<file path="config.mk">
export PLATFORM = sky130hd
export DESIGN_NAME = upscale_frame_sequencer
export DESIGN_NICKNAME = d
export VERILOG_FILES = /design/src/rtl/upscale_frame_sequencer.sv
export SDC_FILE = /design/constraint.sdc
export NUM_CORES = 1
export LEC_CHECK = 0
export ABC_CLOCK_PERIOD_IN_PS = 2500
export CORE_MARGIN = 1
export CORE_UTILIZATION = 47
export DETAILED_ROUTE_END_ITERATION = 10
export PLACE_DENSITY = 0.8
export SYNTH_ARGS = -nofsm -noshare
export SYNTH_HDL_FRONTEND = slang
export SYNTH_SLANG_ARGS = --single-unit
</file>
<file path="constraint.sdc">
create_clock -name clock -period 2.5 [get_ports clock]
set_clock_uncertainty 0.15 [all_clocks]
set_input_delay 0.25 -clock clock [delete_from_list [all_inputs] [get_ports clock]]
set_output_delay 0.25 -clock clock [all_outputs]
set_load 0.02 [all_outputs]
</file>
<file path="src/rtl/upscale_frame_sequencer.sv">
`default_nettype none
// ============================================================================
//  Module      : upscale_frame_sequencer
//  Description : Fetches one source frame in raster order over a req/valid
//                handshake and emits each pixel as a single-cycle
//                horizontal_sync beat (latency 1) towards the 2x-upscale
//                output writer. Tracks row/column and pulses frame_done.
//  Option      : LINE_BLANK_EN - when defined, inserts BLANK_CYCLES idle
//                cycles (src_req low) after every line except the last.
//  Ports       : clock/reset (sync, active-high), start,
//                src_req/src_addr/src_valid/src_r/src_g/src_b (source side),
//                horizontal_sync/r/g/b (writer side), col/row, busy,
//                frame_done.
//  Revision    : 1.0 - initial release
// ============================================================================
module upscale_frame_sequencer #(
    parameter int WIDTH        = 768,
    parameter int HEIGHT       = 512,
    parameter int ADDR_W       = 20,
    parameter int BLANK_CYCLES = 4
) (
    input  logic              clock,
    input  logic              reset,
    input  logic              start,
    output logic              src_req,
    output logic [ADDR_W-1:0] src_addr,
    input  logic              src_valid,
    input  logic [7:0]        src_r,
    input  logic [7:0]        src_g,
    input  logic [7:0]        src_b,
    output logic              horizontal_sync,
    output logic [7:0]        r,
    output logic [7:0]        g,
    output logic [7:0]        b,
    output logic [15:0]       col,
    output logic [15:0]       row,
    output logic              busy,
    output logic              frame_done
);

    localparam int BLK_W = (BLANK_CYCLES > 1) ? $clog2(BLANK_CYCLES) : 1;

    typedef enum logic [1:0] {
        S_IDLE  = 2'd0,
        S_FETCH = 2'd1,
        S_BLANK = 2'd2,
        S_DONE  = 2'd3
    } state_t;

    state_t             state_q, state_d;
    logic [15:0]        col_q, col_d;
    logic [15:0]        row_q, row_d;
    logic [ADDR_W-1:0]  addr_q, addr_d;
    logic               hsync_q, hsync_d;
    logic [7:0]         r_q, r_d, g_q, g_d, b_q, b_d;
    logic [BLK_W-1:0]   blank_q, blank_d;

    logic last_col, last_row;
    assign last_col = (col_q == 16'(WIDTH - 1));
    assign last_row = (row_q == 16'(HEIGHT - 1));

    always_comb begin
        state_d = state_q;
        col_d   = col_q;
        row_d   = row_q;
        addr_d  = addr_q;
        hsync_d = 1'b0;
        r_d     = r_q;
        g_d     = g_q;
        b_d     = b_q;
        blank_d = blank_q;

        case (state_q)
            S_IDLE: begin
                if (start) begin
                    state_d = S_FETCH;
                    col_d   = '0;
                    row_d   = '0;
                    addr_d  = '0;
                end
            end
            S_FETCH: begin
                // src_req is high for the whole state, so valid alone marks a transfer
                if (src_valid) begin
                    hsync_d = 1'b1;
                    r_d     = src_r;
                    g_d     = src_g;
                    b_d     = src_b;
                    if (last_col) begin
                        col_d = '0;
                        if (last_row) begin
                            row_d   = '0;
                            addr_d  = '0;
                            state_d = S_DONE;
                        end else begin
                            row_d  = row_q + 16'd1;
                            // raster order makes the linear address a plain counter
                            addr_d = addr_q + 1'b1;
`ifdef LINE_BLANK_EN
                            state_d = S_BLANK;
                            blank_d = BLK_W'(BLANK_CYCLES - 1);
`endif
                        end
                    end else begin
                        col_d  = col_q + 16'd1;
                        addr_d = addr_q + 1'b1;
                    end
                end
            end
            S_BLANK: begin
                // counts down BLANK_CYCLES-1 .. 0, i.e. BLANK_CYCLES cycles in state
                if (blank_q == '0) begin
                    state_d = S_FETCH;
                end else begin
                    blank_d = blank_q - 1'b1;
                end
            end
            S_DONE: begin
                state_d = S_IDLE;
            end
            default: begin
                state_d = S_IDLE;
            end
        endcase
    end

    always_ff @(posedge clock) begin
        if (reset) begin
            state_q <= S_IDLE;
            col_q   <= '0;
            row_q   <= '0;
            addr_q  <= '0;
            hsync_q <= 1'b0;
            r_q     <= '0;
            g_q     <= '0;
            b_q     <= '0;
            blank_q <= '0;
        end else begin
            state_q <= state_d;
            col_q   <= col_d;
            row_q   <= row_d;
            addr_q  <= addr_d;
            hsync_q <= hsync_d;
            r_q     <= r_d;
            g_q     <= g_d;
            b_q     <= b_d;
            blank_q <= blank_d;
        end
    end

    assign src_req         = (state_q == S_FETCH);
    assign src_addr        = addr_q;
    assign horizontal_sync = hsync_q;
    assign r               = r_q;
    assign g               = g_q;
    assign b               = b_q;
    assign col             = col_q;
    assign row             = row_q;
    assign busy            = (state_q != S_IDLE);
    // last beat and DONE are entered on the same edge, so they coincide
    assign frame_done      = (state_q == S_DONE);

endmodule
`default_nettype wire

</file>
Yosys cells after proc, flatten, opt, wreduce, memory -nomap -nowiden

Cells that the tools add are included.

Register bits after elaboration: 81
Input port bits: 28
Output and inout port bits: 80
Word-level logic and storage cells: 55

Add/subtract/negate cells: 4
Eq/ne operators: 10
Multiplexer cells: 20
Bitwise logic cells: 2
Reductions and logical operators: 10

Operators with widths:

| operator                | number |
|---|---|
| $mux W16                | 6 |
| $mux W20                | 4 |
| $pmux W16 S2            | 2 |
| $pmux W20 S2            | 1 |
| $add A16 B1 Y16 const B | 2 |
| $add A20 B1 Y20 const B | 1 |
| $eq A16 B10 Y1 const B  | 1 |
| $eq A16 B9 Y1 const B   | 1 |
| $mux W2                 | 5 |
| $pmux W2 S4             | 1 |
| $ne A2 B1 Y1 const B    | 3 |
| $reduce_and A5 Y1       | 1 |
| $eq A2 B2 Y1 const B    | 2 |
| $logic_not A2 Y1        | 2 |
| $ne A2 B2 Y1 const B    | 2 |
| $reduce_and A2 Y1       | 2 |
| $reduce_and A4 Y1       | 1 |
| $reduce_bool A2 Y1      | 2 |
| $reduce_and A3 Y1       | 1 |
| $eq A2 B1 Y1 const B    | 1 |
| $not A1 Y1              | 2 |
| $reduce_or A2 Y1        | 1 |
| $sub A2 B1 Y2 const B   | 1 |
| $mux W1                 | 1 |

Logic depth before layout (Yosys ltp)

Gate-level depths: netlist (run 1).

Word-level depth: 5
Mapped depth: 8
Gate-level depth less buffers: 6

Worst setup path before layout (run 1)

Ideal clock, no wire load.

Path type: register to register
Start point: register col_q[8] (netlist: col[8])
End point: register row_q[0] (netlist: row[0])
Library setup time: 117 ps
Data arrival time: 2055 ps
Data required time: 2233 ps
Setup slack: 178 ps
Stages on the path, launching flop included: 9
Path buffers: 3
Clock period less this slack: 2322 ps
Path through: dfxtp_1 buf_2 or4b_1 nor4_4 o31a_1 nor2b_1 buf_2 buf_2 nor2_1

Longest elaborated chain between the ends: 3

Ends and longest elaborated chain:

| what                        | RTL line | text |
|---|---|---|
| from (decl)                 | 51       | `logic [15:0] col_q, col_d;` |
| from (signal assigned)      | 140      | `col_q <= col_d;` |
| $eq A16 B10 Y1              | 59       | `assign last_col = (col_q == 16'(WIDTH - 1));` |
| $ne A2 B1 Y1 (no line)      | --       |  |
| $reduce_and A4 Y1 (no line) | --       |  |
| to (signal assigned)        | 141      | `row_q <= row_d;` |
| to (decl)                   | 52       | `logic [15:0] row_q, row_d;` |

Every way passes these cells.
A chain may end at the register's enable or synchronous reset.

Worst setup path after layout (run 1)

Start point: register col_q[15] (netlist: col[15])
End point: register row_q[14] (netlist: row[14])

Same word-level chain as after synthesis.

==> results of run 1 <==
==> cell families (layout without fill, tap and decap cells) <==
| family | count (synthesis) | after routing |
|---|---|---|
| AND/OR/NAND/NOR | 197 | 197 |
| flip-flops | 81 | 81 |
| AO/OA/AOI/OAI | 79 | 79 |
| XOR/XNOR | 34 | 34 |
| buffers and inverters | 30 | 154 |
| adder cells (fa/ha/maj) | 4 | 4 |
| multiplexers | 3 | 3 |
==> placed cells by master (no fill, tap or decap), drive strengths merged, types with 10 or more instances in the layout <==
master,n
clkdlybuf4s50,107
nand3,10
buf,24
dfxtp,81
clkbuf,10
nor3,13
nand4,15
nand2,65
a21oi,37
nor2,51
xor2,23
xnor2,11
==> power by group <==
part / internal [mW] / switching (mW) / total [mW]
Clock: 0.490 / 0.487 / 0.978
Combinational: 0.125 / 0.147 / 0.272
Sequential: 1.31 / 0.0182 / 1.33
==> worst max path at each step <==
stage | startpoint | endpoint | slack (ns) | cells after the start
after floorplan | col[8]$_SDFFE_PP0P_ | row[0]$_SDFFE_PP0P_ | 0.18 | 8
after global placement | src_valid | col[10]$_SDFFE_PP0P_ | 0.18 | 6
after detailed placement | row[0]$_SDFFE_PP0P_ | src_addr[19]$_SDFFE_PP0P_ | 0.09 | 6
after CTS | row[0]$_SDFFE_PP0P_ | src_addr[19]$_SDFFE_PP0P_ | 0.07 | 6
after global routing | col[1]$_SDFFE_PP0P_ | row[14]$_SDFFE_PP0P_ | 0.01 | 6
final | col[15]$_SDFFE_PP0P_ | row[14]$_SDFFE_PP0P_ | 0.14 | 5
==> worst max-delay path, stage by stage (launching register included) <==
cell and delay (ns):
dfxtp_1 0.35, or4b_1 0.59, nor4_4 0.42, o211ai_2 0.19, or4_1 0.44, a21oi_1 0.15
==> layer usage <==
metal / up-vias / GRT usage / wire length, um
li1: 1743 / - / -
met5: - / 0 / 0
met4: 0 / 0.107 / 117
met3: 11 / 0.0777 / 646
met2: 110 / 0.386 / 4450
met1: 1627 / 0.291 / 4130
==> final cells by class <==
class                           instances  area (sq um)
Sequential cell                        81          1620
Clock inverter                          6          65.1
Multi-Input combinational cell        317          1860
Clock buffer                           10           138
Tap cell                               99           124
Fill cell                             577          2240
Timing Repair Buffer                  131          1250
Inverter                                7          26.3
==> stage by stage <==
| stage | total power, mW | hold WS, ns |
|---|---|---|
| floorplan | 1.50 | 0.236 |
| global placement | 1.62 | 0.291 |
| detailed placement | 1.63 | 0.296 |
| CTS | 2.60 | 0.272 |
| global route | 2.69 | 0.276 |
| finish | 2.58 | 0.283 |
==> sequential cells by signal, summed over array words and instances (netlist names) <==
| name | cells |
|---|---|
| b | 8 |
| blank_q | 2 |
| col | 16 |
| g | 8 |
| horizontal_sync | 1 |
| r | 8 |
| row | 16 |
| src_addr | 20 |
| state_q | 2 |
==> metrics.csv, run 1 <==
metric,value,unit
unrepaired setup endpoints after global routing,false,
CTS Buf Count,9,
Mapped Area,3610,sq um
Placed Instances,635,
Synth Area in Adders,0.0139,
die width,89.6,um
"Worst Setup Slack, final",0.145,ns
Crit Reg-Reg Startpoint,col[15]$_SDFFE_PP0P_,
post-synthesis mux area share,0.00833,
"top cells by count, synth","81 x dfxtp_1, 65 x nand2_1, 51 x nor2_1",
Critical Path RT,2.63,ns
crit end category,register,
min Tclk post-route,2.36,ns
Mapped Cells,428,
clock-pin slew on the worst setup and hold paths,0.09,ns
largest family of logic cells by synthesized area,simple AND/OR/NAND/NOR gates,
Routed wire per std cell,14.4,um
WHS Path Cells,3,
IO Count,108,
dominant cell type by area after synthesis,dfxtp_1,
GRT Overall Usage,0.239,
Crit Path Category,reg2reg,
simple-gate share of the synthesized area,0.270,
status,"finished, final reports clean",
Synth cell types,54,
"Top FF cell, synth",dfxtp_1,
RR Endpoint,row[14]$_SDFFE_PP0P_,
Max-cap violations,0,
Final nets,579,
Setup TNS,0,ns
Worst R2R Path Depth,5,
die area,8030,sq um
synthesized flop and latch total,81,
HPWL after DPL,6690,um
XOR/XNOR share of the synthesized area,0.0826,
Die H,89.6,um
n_diodes,0,
"Setup violations, final",0,
CP arrival,2.49,ns
DP Area,4880,sq um
Root Driver,clkbuf_8,
Final Core Density,0.694,
post-synthesis async set-or-reset flop share,0,
CP startpoint kind,register,
worst slew pin tran,0.566,ns
CTS resizes,0,
Area contributors post-synth,"dfxtp_1 45%, nand2_1 6.8%, xor2_1 5.6%",
clock latency on the worst-skew pair,0.35,ns
via count,3491,
TritonCTS clock tree,built,
maximum clock frequency,0.425,GHz
Final Cycle Share,0.942,
share of cells above drive strength 1,0.0906,
end point of the worst hold path,g[1]$_SDFFE_PP0P_,
Layout area overhead,41.1,%
first-pass GRT wire length,14800,um
First-pass DRT Iterations,4,
Synth Net Count,460,
cell area after layout,5090,sq um
worst hold path class,in2reg,
Sink Count,81,
leak pwr,1.79,nW
dpl ws,0.0896,ns
Yosys warnings,0,
Synth Area per Inst,8.43,sq um
CTS Buffer Depth,2,
peak supply drop,0.351,mV
share of the synthesized area in the top cell type,0.450,
post-route ant nets,0,
largest net degree at the start of global routing,38,
hold_sp,src_g[1],
vias in the first global route,3281,
# hold bufs at CTS,0,
Starting Density,0.492,
initial detailed-routing violation count,219,
Port Buffer Count,107,
Slew Limit Headroom,0.622,
final std cells w/o fill,651,
Pins Over Slew Limit,0,
Post-CTS Setup Bufs,0,
Cell Rows,31,
PD cells,507,nW/um^2
number of flops mapped to enable cells by yosys,0,
Fin. Hold Viols,0,
crit path max fanout,8,
Core ar.,7330,sq um
initial antenna violation count,0,
most frequent cell after synthesis,dfxtp_1,
sequential area share after synthesis,0.450,
"wirelength, routed",9340,um
DRC,0,
remaining global-route overflow,0,
R2R Setup Slk,0.14,ns
Via density,5.36,
CTS H-tree depth,3,
post-synthesis compound-gate area fraction,0.141,
global placement routability congestion,0.851,
Power figures use the tool's default switching activity.
==> run 2, diff against run 1 <==
--- a/config.mk
+++ b/config.mk
@@ -9,6 +9,7 @@
 export CORE_MARGIN = 1
 export CORE_UTILIZATION = 47
 export DETAILED_ROUTE_END_ITERATION = 10
+export GPL_TIMING_DRIVEN = 0
 export PLACE_DENSITY = 0.8
 export SYNTH_ARGS = -nofsm -noshare
 export SYNTH_HDL_FRONTEND = slang
==> metrics.csv, run 2 (synthesis results as in run 1) <==
metric,value,unit,change
status,"finished, final reports clean",,
max reg flops,20,,unchanged
TritonCTS clock tree,built,,
Int Power,2.02,mW,+4.8%
Port Buffer Count,106,,-0.93%
CP startpoint kind,register,,
P_sw,0.641,mW,-1.7%
First-pass DRT Iterations,5,,+1
dpl ws,-0.254,ns,-0.344 ns
Final nets,582,,+0.52%
CP arrival,2.58,ns,+0.09 ns
initial detailed-routing violation count,199,,-9.1%
maximum clock frequency,0.410,GHz,-3.4%
CTS Buffer Depth,2,,unchanged
global placement routability congestion,0.838,,-1.5%
Critical Path RT,2.64,ns,about the same
post-route ant nets,0,,unchanged
DP Area,4790,sq um,-1.8%
Starting Density,0.492,,unchanged
Layout area overhead,41.6,%,
clock-pin slew on the worst setup and hold paths,0.08,ns,about the same
HPWL after DPL,6790,um,+1.5%
Fillers,595,,+3.1%
via count,3587,,+2.7%
Sink Count,81,,unchanged
Worst R2R Path Depth,6,,+1
Slew Limit Headroom,0.380,,-0.242
R2R Setup Slk,0.06,ns,-0.08 ns
Max-cap violations,0,,unchanged
Fin. Hold Viols,0,,unchanged
Root Driver,clkbuf_8,,
crit end category,register,,
Final Cycle Share,0.976,,+0.0335
die area,8030,sq um,unchanged
RR Endpoint,row[14]$_SDFFE_PP0P_,,
clock power share,0.398,,+0.019
share of cells above drive strength 1,0.0847,,-0.00590
worst hold path class,in2reg,,
Via density,5.48,,+2.3%
Core ar.,7330,sq um,unchanged
"commonest non-fill, non-tap cell in the layout",clkdlybuf4s50_1,,
"Setup violations, final",0,,unchanged
Routed wire per std cell,14.5,um,+1.2%
remaining global-route overflow,0,,unchanged
Crit Reg-Reg Startpoint,col[11]$_SDFFE_PP0P_,,
IO Count,108,,unchanged
"wirelength, routed",9500,um,+1.7%
leak pwr,1.76,nW,-1.7%
worst slew pin tran,0.921,ns,+0.355 ns
"Worst Setup Slack, final",0.0612,ns,-0.0837 ns
# hold bufs at CTS,0,,unchanged
PD cells,521,nW/um^2,+2.7%
vias in the first global route,3269,,-0.37%
logic gate share of total power,0.102,,-0.003
GRT Overall Usage,0.241,,+0.00236
Crit Path Category,reg2reg,,
Crit. Startpoint,col[11]$_SDFFE_PP0P_,,
Seq pwr share,0.499,,-0.017
Setup TNS,0,ns,unchanged
initial antenna violation count,0,,unchanged
CTS H-tree depth,3,,unchanged
"commonest non-fill, non-tap cells in the layout","106 x clkdlybuf4s50_1, 76 x dfxtp_1, 65 x nand2_1",,
first-pass GRT wire length,15100,um,+2.2%
Pins Over Slew Limit,0,,unchanged
crit path max fanout,5,,-3
n_diodes,0,,unchanged
switching portion of total power,0.241,,-0.0119
min Tclk post-route,2.44,ns,+0.0837 ns
Pwr Total,2.66,mW,+3.1%
largest net degree at the start of global routing,14,,-63%
peak supply drop,0.334,mV,-4.7%
Setup crit end,row[14]$_SDFFE_PP0P_,,
die width,89.6,um,unchanged
unrepaired setup endpoints after global routing,true,,
Cell Rows,31,,unchanged
CTS Buf Count,9,,unchanged
clock latency on the worst-skew pair,0.35,ns,about the same
cell area after layout,5110,sq um,+0.37%
Die H,89.6,um,unchanged
DRC,0,,unchanged
run 2: cell types whose count changed in the layout (fill, tap and decap cells not counted), moves of 2 or more:
cell      before  now
dfxtp_4        0    3
buf_4         24    8
or4_4          1    3
clkbuf_1       0   15
buf_2          0    2
or4_1          3    1
dfxtp_1       80   76
buf_1          0    2
run 2: timing repair:
item	in CTS	in global routing
gates cloned	0	0
pin swaps	1	3
gates resized for setup	4	15
setup buffers	1	5
setup endpoints to repair	21	37
run 2: power groups by stage:
stage / logic [mW] / clock network, mW / registers [mW]
after floorplan: 0.110 / 0 / 1.39
after global placement: 0.259 / 0 / 1.36
after detailed placement: 0.263 / 0 / 1.36
after CTS: 0.267 / 1.07 / 1.33
after global routing: 0.296 / 1.13 / 1.33
final: 0.273 / 1.06 / 1.33
run 2: metal layers:
| metal | global-route usage | part of all wire |
|---|---|---|
| met5 | 0 | 0 |
| met4 | 0.0750 | 0.010 |
| met3 | 0.0722 | 0.073 |
| met2 | 0.394 | 0.47 |
| met1 | 0.308 | 0.44 |
run 2: cell type report:
class                           instances  area, sq um  share of cell area
Sequential cell                        81         1640               0.320
Buffer                                 22          104              0.0203
Timing Repair Buffer                  112         1110               0.217
Clock inverter                          5         78.8              0.0154
Clock buffer                           11          141              0.0277
Multi-Input combinational cell        317         1890               0.370
Inverter                                7         26.3             0.00514
Tap cell                               99          124              0.0243
run 2: worst min path at each step:
stage                      start                        end  slack (ns)  cells past startpoint
6_report                   reset  src_addr[15]$_SDFFE_PP0P_        0.29                      3
5_1_grt                 src_g[2]          g[2]$_SDFFE_PP0P_        0.30                      3
4_1_cts                    reset  src_addr[14]$_SDFFE_PP0P_        0.29                      3
3_5_place_dp   r[3]$_SDFFE_PP0P_          r[3]$_SDFFE_PP0P_        0.30                      2
3_3_place_gp   r[1]$_SDFFE_PP0P_          r[1]$_SDFFE_PP0P_        0.29                      2
2_1_floorplan           src_b[0]          b[0]$_SDFFE_PP0P_        0.24                      2
run 2: per-stage QoR:
step,instances,hold slack [ns],utilization
6_report,654,0.288,0.697
5_1_grt,654,0.302,0.697
4_1_cts,650,0.286,0.686
3_5_place_dp,633,0.297,0.654
3_3_place_gp,633,0.291,0.654
2_1_floorplan,428,0.236,-
run 2: critical path, cell delays in order, from the launching register on:
cell	delay [ns]
dfxtp_4	0.36
or4b_4	0.54
nor4_4	0.39
buf_4	0.20
o211ai_4	0.10
or4_4	0.52
a21oi_2	0.12
